File: config.mk
export PLATFORM = sky130hd
export DESIGN_NAME = axi_rd_arbiter
export DESIGN_NICKNAME = d
export VERILOG_FILES = /design/src/rtl/axi_rd_arbiter.sv
export SDC_FILE = /design/constraint.sdc
export NUM_CORES = 1
export LEC_CHECK = 0
export CAP_MARGIN = 40
export CORE_AREA = 2 2 95 97
export CTS_CLUSTER_SIZE = 12
export DETAILED_ROUTE_END_ITERATION = 10
export DIE_AREA = 0 0 97 99
export HOLD_SLACK_MARGIN = 0.06
export PLACE_DENSITY = 0.86
export SYNTH_ARGS = -nofsm -noshare
export SYNTH_HDL_FRONTEND = slang
export SYNTH_SLANG_ARGS = --single-unit
File: constraint.sdc
create_clock -name clk -period 5.15 [get_ports clk]
set_clock_uncertainty 0.05 [all_clocks]
set_input_delay 0.7725 -clock clk [delete_from_list [all_inputs] [get_ports clk]]
set_output_delay 0.7725 -clock clk [all_outputs]
set_load 0.01 [all_outputs]
File: src/rtl/axi_rd_arbiter.sv
// rtl/axi_rd_arbiter.sv - single-burst AXI read-channel arbiter for N masters sharing one slave
//
// Purpose: grants one master at a time the AR/R path to a shared read-only
// slave. The grant is held from AR arbitration until the RLAST beat completes.
// Round-robin by default. Define AXI_RD_ARB_FIXED_PRIO_EN for fixed priority,
// where the lowest index wins.
// The R beat count is checked against the granted ARLEN.
//
// Ports:
//   clk, arst                       clock, asynchronous active-high reset
//   m_arvalid_i/araddr_i/arid_i/arlen_i, m_arready_o   per-master AR channels (packed)
//   m_rvalid_o, m_rready_i          per-master R handshake
//   m_rdata_o/rresp_o/rlast_o/rid_o R payload broadcast to all masters
//   s_ar*_o, s_arready_i            slave AR channel
//   s_r*_i, s_rready_o              slave R channel
//   grant_o                         one-hot current owner, 0 when idle
//   proto_err_o                     sticky RLAST/beat-count mismatch
module axi_rd_arbiter #(
  parameter int N_MASTERS  = 2,
  parameter int ADDR_WIDTH = 32,
  parameter int DATA_WIDTH = 32,
  parameter int ID_WIDTH   = 8
) (
  input  logic                           clk,
  input  logic                           arst,
  input  logic [N_MASTERS-1:0]           m_arvalid_i,
  input  logic [N_MASTERS*ADDR_WIDTH-1:0] m_araddr_i,
  input  logic [N_MASTERS*ID_WIDTH-1:0]  m_arid_i,
  input  logic [N_MASTERS*8-1:0]         m_arlen_i,
  output logic [N_MASTERS-1:0]           m_arready_o,
  output logic [N_MASTERS-1:0]           m_rvalid_o,
  output logic [DATA_WIDTH-1:0]          m_rdata_o,
  output logic [1:0]                     m_rresp_o,
  output logic                           m_rlast_o,
  output logic [ID_WIDTH-1:0]            m_rid_o,
  input  logic [N_MASTERS-1:0]           m_rready_i,
  output logic                           s_arvalid_o,
  output logic [ADDR_WIDTH-1:0]          s_araddr_o,
  output logic [ID_WIDTH-1:0]            s_arid_o,
  output logic [7:0]                     s_arlen_o,
  input  logic                           s_arready_i,
  input  logic                           s_rvalid_i,
  input  logic [DATA_WIDTH-1:0]          s_rdata_i,
  input  logic [1:0]                     s_rresp_i,
  input  logic                           s_rlast_i,
  input  logic [ID_WIDTH-1:0]            s_rid_i,
  output logic                           s_rready_o,
  output logic [N_MASTERS-1:0]           grant_o,
  output logic                           proto_err_o
);

  localparam int IW = (N_MASTERS > 1) ? $clog2(N_MASTERS) : 1;

  typedef enum logic [1:0] {IDLE, ADDR, DATA} state_t;

  state_t               state;
  logic [N_MASTERS-1:0] grant_q;
  logic [IW-1:0]        gidx;
  logic [7:0]           arlen_q;
  logic [8:0]           beat_cnt;
  logic                 proto_err_q;
  logic                 pick_valid;
  logic [IW-1:0]        pick_idx;
  logic                 ar_hs;
  logic                 r_hs;

`ifndef AXI_RD_ARB_FIXED_PRIO_EN
  logic [IW-1:0]        last_grant;
`endif

  // Requester selection, evaluated every cycle but only consumed in IDLE.
  always_comb begin
    pick_valid = 1'b0;
    pick_idx   = '0;
`ifdef AXI_RD_ARB_FIXED_PRIO_EN
    // Scan downward so the lowest requesting index is the last one written.
    for (int k = N_MASTERS - 1; k >= 0; k--) begin
      if (m_arvalid_i[IW'(k)]) begin
        pick_valid = 1'b1;
        pick_idx   = IW'(k);
      end
    end
`else
    for (int k = 0; k < N_MASTERS; k++) begin
      int cand;
      // Candidate index is last_grant+1+k, wrapped into 0..N_MASTERS-1.
      cand = int'(last_grant) + 1 + k;
      if (cand >= N_MASTERS) cand = cand - N_MASTERS;
      if (!pick_valid && m_arvalid_i[IW'(cand)]) begin
        pick_valid = 1'b1;
        pick_idx   = IW'(cand);
      end
    end
`endif
  end

  // AR channel: combinational pass-through from the granted master.
  assign s_arvalid_o = (state == ADDR) & m_arvalid_i[gidx];
  assign s_araddr_o  = m_araddr_i[int'(gidx)*ADDR_WIDTH +: ADDR_WIDTH];
  assign s_arid_o    = m_arid_i[int'(gidx)*ID_WIDTH +: ID_WIDTH];
  assign s_arlen_o   = m_arlen_i[int'(gidx)*8 +: 8];
  assign m_arready_o = (state == ADDR) ? (grant_q & {N_MASTERS{s_arready_i}}) : '0;
  assign ar_hs       = s_arvalid_o & s_arready_i;

  // R channel: handshake is steered to the owner only while in DATA.
  assign s_rready_o  = (state == DATA) & m_rready_i[gidx];
  assign m_rvalid_o  = (state == DATA) ? (grant_q & {N_MASTERS{s_rvalid_i}}) : '0;
  assign r_hs        = (state == DATA) & s_rvalid_i & s_rready_o;
  assign m_rdata_o   = s_rdata_i;
  assign m_rresp_o   = s_rresp_i;
  assign m_rlast_o   = s_rlast_i;
  assign m_rid_o     = s_rid_i;

  assign grant_o     = grant_q;
  assign proto_err_o = proto_err_q;

  always_ff @(posedge clk or posedge arst) begin
    if (arst) begin
      state       <= IDLE;
      grant_q     <= '0;
      gidx        <= '0;
      arlen_q     <= '0;
      beat_cnt    <= '0;
      proto_err_q <= 1'b0;
`ifndef AXI_RD_ARB_FIXED_PRIO_EN
      last_grant  <= IW'(N_MASTERS - 1);
`endif
    end else begin
      case (state)
        IDLE: begin
          if (pick_valid) begin
            grant_q <= {{(N_MASTERS-1){1'b0}}, 1'b1} << pick_idx;
            gidx    <= pick_idx;
            arlen_q <= m_arlen_i[int'(pick_idx)*8 +: 8];
            state   <= ADDR;
          end
        end
        ADDR: begin
          if (ar_hs) begin
            beat_cnt <= '0;
            state    <= DATA;
          end
        end
        DATA: begin
          if (r_hs) begin
            beat_cnt <= beat_cnt + 9'd1;
            if (s_rlast_i) begin
              // beat_cnt holds the number of beats before this one.
              if (beat_cnt != {1'b0, arlen_q}) proto_err_q <= 1'b1;
`ifndef AXI_RD_ARB_FIXED_PRIO_EN
              last_grant <= gidx;
`endif
              grant_q <= '0;
              state   <= IDLE;
            end else if (beat_cnt == {1'b0, arlen_q}) begin
              // Overrun: flag it but keep the grant until RLAST arrives.
              proto_err_q <= 1'b1;
            end
          end
        end
        default: state <= IDLE;
      endcase
    end
  end

endmodule

* Word level (Yosys, flattened, before mapping) *
Index checks and enable logic that the tools add are counted.

word-level totals
  register bits = 24
  input bits = 147
  logic and storage cells = 79

operators by class
  $add $sub $neg = 5
  $lt $le $gt $ge = 5
  equal/unequal tests = 9
  shift operators = 5
  mux-type cells = 29
  bitwise logic cells = 7
  reduce and logical (&&, ||, !) cells = 12

operator list
  kind                                                                                  count
  64-bit by 7-bit indexed part select with 32-bit output                                1
  16-bit by 5-bit indexed part select with 8-bit output                                 3
  9-bit two-way mux                                                                     2
  9-bit case mux with 2 select lines                                                    1
  1-bit two-way mux                                                                     17
  2-bit two-way mux                                                                     7
  4-bit AND reduction                                                                   3
  9-bit by 1-bit adder with 9-bit output (second input constant)                        1
  9-bit by 8-bit == test with 1-bit output                                              1
  9-bit by 8-bit != test with 1-bit output                                              1
  2-bit != test (second input constant)                                                 4
  1-bit by 3-bit less-than comparator with 1-bit output (second input constant)         2
  2-bit case mux with 3 select lines                                                    1
  3-bit AND reduction                                                                   2
  2-bit nonzero test                                                                    3
  1-bit AND                                                                             5
  2-bit AND                                                                             2
  2-bit case mux with 2 select lines                                                    1
  2-bit by 1-bit adder with 3-bit output (second input constant)                        1
  3-bit by 2-bit greater-or-equal comparator with 1-bit output (second input constant)  1
  1-bit by 1-bit adder with 2-bit output (second input constant)                        1
  2-bit by 1-bit == test with 1-bit output (second input constant)                      1
  2-bit == test (second input constant)                                                 1
  2-bit greater-or-equal comparator (second input constant)                             1
  other kinds (8)                                                                       9

* Depth between registers and ports, before layout *
  depth in word-level cells = 13
  depth in mapped cells = 6

* Least setup slack after synthesis *
No wires, ideal clock.

  path kind = input port to output port
  start point = in m_rready_i[0]
  end point = out s_rready_o
  arrival = 1274 ps
  path slack = 3054 ps
  stages = 2
  buffers on the path = 0
  path through = mux2_4 > and3_1

on the way
  word-level cells in the longest chain between the ends = 3

ends and longest elaborated chain
  item                                                   line  source
  start, declared                                        36    input logic [N_MASTERS-1:0] m_rready_i,
  1-bit two-way mux (implied by the code) (2 in series)  106   assign s_rready_o = (state == DATA) & m_rready_i[gidx];
  1-bit AND                                              106
  end, declared                                          47    output logic s_rready_o,

Every way passes these cells. The select of a mux whose other input is x is not followed.

* Worst setup path in the final report *
  start point = reg gidx
  end point = out s_rready_o

on the way
  word-level cells in the longest chain between the ends = 3

ends and longest elaborated chain
  item                                                   line  source
  start, declared                                        58    logic [IW-1:0] gidx;
  start signal, assigned                                 133   gidx <= pick_idx;
  1-bit two-way mux (implied by the code) (2 in series)  106
  1-bit AND                                              106

Every way passes these cells. The select of a mux whose other input is x is not followed.

==> out/metrics.yaml <==
synth_area_leaders: "dfrtp_1 (26%), mux2_2 (25%), buf_4 (15%), xor2_1 (3.6%), o22ai_1 (3.1%)"
viasPerCell: 4.71
setup_slack_ps: 2090
die_h_um: 99
grtUsageMet2_pct: 32.2
slowest_delay_ps: 670
crit_chain: "buf_12, mux2_4, and3_1, clkdlybuf4s50_1"
hold_viol: 0
crit_arrival_ps: 2240
postCtsSetupRepairBufs: 0
synth.most_common_cell: "mux2_2"
drt.antenna.violating_nets: 0
synth_fa_ha_area_share_pct: 0.566
required_ps: 4330
p_leak_nw: 1.48
synth_xor_area_share_pct: 5.15
port_buffers: 162
ys_ff_latch: 24
wire_per_inst_um: 18.1
grt_overflow: 0
syn_area_per_cell_sq_um: 9.25
grt_usage_pct: 16.7
cellPowerDensity_nw_per_um2: 384
r2r-end: "proto_err_o"
cap_violations: 0
pre_cts_slack_ps: 2140
insertedDiodeCount: 0
setup_viol: 0
grt_use_met3_pct: 5.25
wirelength_um: 8360
cts_max_level: 1
cts_tree: "yes"
drive_gt1_share_pct: 18.1
start_util_pct: 25.8
critical_path_buf_inv_count: 2
busiest_layer: "met2"
worst_ir_drop_vdd_mv: 0.170
synth_async_sr_flop_share_pct: 100
fmax_ghz: 0.327
rrSetupSlack_ps: 2920
min_to: "proto_err_o"
syn_inst: 239
grt_max_degree: 34
synth_ff_type: "dfrtp_1"
synth_common_cells: "mux2_2 (50), buf_4 (43), dfrtp_1 (23)"
std_cell_rows: 34
pin_count: 247
hold_path_depth: 1
area_growth_pct: 67.6
synth_top_cell_by_area: "dfrtp_1"
drcViolationCount: 0
synthesis.nets: 387
ys.warnings.count: 0
ctsResizeCount: 0
min_from: "proto_err_o"
core-area_sq_um: 8550
placed_area_sq_um: 3630
crit_family: "buffers and inverters"
clk_latency_ps: 270
final_area_sq_um: 3700
dr_total_vias: 2170
synth_top_area_share_pct: 26.0
relSlewSlack_pct: 59.1
gr-usage-met1_pct: 18.1
critPathKind: "flop to output pin"
routabilityCongestion: 0.804
synth.distinct_cells: 40
cts_root_buffer: "clkbuf_8"
worst_pin_slew_ps: 612
synth_compound_area_share_pct: 8.55
die_w_um: 97
hold_buffers: 0
worstSetupStartpointType: "flop"
clockBufferDepth: 2
rsz0062_at_grt: "false"
worst-path-max-fanout: 33
dpl.hpwl_um: 7190
yosysSeqAreaShare_pct: 27.2
clk_pin_slew_worst_paths_ps: 90
ff2ff_path_depth: 5
yosys.area_share.simple_pct: 12.9
synth_mux_area_share_pct: 27.2
grt_pass1_wl_um: 12600
first_iter_violations: 94
hold_class: "flop to flop"
fin_crit_sh_pct: 59.4
timing.rr.start: "gidx"
fin_tns_setup_ps: 0
drv_slew: 0
numCtsBuffers: 3
slowest_stage: "dfrtp_2"
dr.pass1.iters: 4
synth_edf_count: 0
grt_pass1_vias: 2290
clock_sinks: 24
synth_area_sq_um: 2210
synth_top_family_by_area: "multiplexers"
antenna_found_initial: 0
die_area_sq_um: 9600
nets: 502
finalCriticalPeriod_ps: 3060
crit_path_end_kind: "output pin"
status: "finished clean"
-- cells in the final DEF, fill, tap and decap left out, types with 2 or more instances in the layout --
| master | count |
|---|---|
| clkbuf_8 | 3 |
| xnor2_1 | 4 |
| nor3_1 | 3 |
| nand4_1 | 4 |
| nand3_1 | 5 |
| nor2_1 | 14 |
| o22ai_1 | 11 |
| a21oi_1 | 4 |
| nand2_1 | 9 |
| inv_1 | 7 |
| or3_1 | 2 |
| nor4_1 | 2 |
| mux2_2 | 50 |
| xor2_1 | 9 |
| clkdlybuf4s50_1 | 162 |
| and4_1 | 2 |
| and3_1 | 4 |
| o21ai_0 | 12 |
| dfrtp_1 | 22 |
| nand2b_1 | 2 |
-- per-layer routing --
metal | up-vias | wire length (um)
li1 | 1028 | -
met1 | 1009 | 3180
met2 | 123 | 4400
met3 | 10 | 726
met4 | 0 | 58
met5 | - | 0
-- where the power goes --
part           switching [mW]  internal [mW]  total (mW)  leakage, nW
registers              0.0989          0.249       0.348        0.308
logic                   0.365          0.542       0.907         1.14
clock network          0.0626          0.104       0.167       0.0357
-- logic make-up after synthesis --
logic type / after synthesis
AOI/OAI and AO/OA: 32
xor gates and xnor gates: 13
muxes: 53
and+or+nand+nor: 54
adders and majority gates: 1
buffers and inverters: 62
DFF: 24
-- per-stage QoR --
stage	std cells	power, mW	util (%)	hold WS [ps]
2_1_floorplan	239	0.834	-	419
4_1_cts	461	1.44	43.3	468
5_1_grt	461	1.51	43.3	490
6_report	461	1.42	43.3	456
3_3_place_gp	455	1.24	42.1	440
3_5_place_dp	457	1.27	42.5	447
-- how the worst max path moves through the flow --
stage | end | cells after the start | slack [ps] | start
5_1_grt | s_rready_o | 4 | 1980 | gidx
3_3_place_gp | m_rvalid_o[1] | 4 | 2140 | s_rvalid_i
3_5_place_dp | s_rready_o | 4 | 2140 | m_rready_i[0]
4_1_cts | s_rready_o | 4 | 2060 | gidx
2_1_floorplan | s_rready_o | 2 | 3050 | m_rready_i[0]
6_report | s_rready_o | 4 | 2090 | gidx
-- state kept, by name (all words and copies together) (netlist names) --
name         count
grant_o          2
arlen_q          8
gidx             1
state            2
last_grant       1
proto_err_o      1
beat_cnt         9
-- area by class of cell --
cell class / count / area (sq um)
Fill cell: 809 / 4850
Clock inverter: 1 / 30.0
Timing Repair Buffer: 165 / 1660
Multi-Input combinational cell: 153 / 1200
Sequential cell: 24 / 603
Clock buffer: 3 / 41.3
Inverter: 7 / 26.3
Tap cell: 108 / 135
Note: power is estimated with default switching activity, not from simulation.
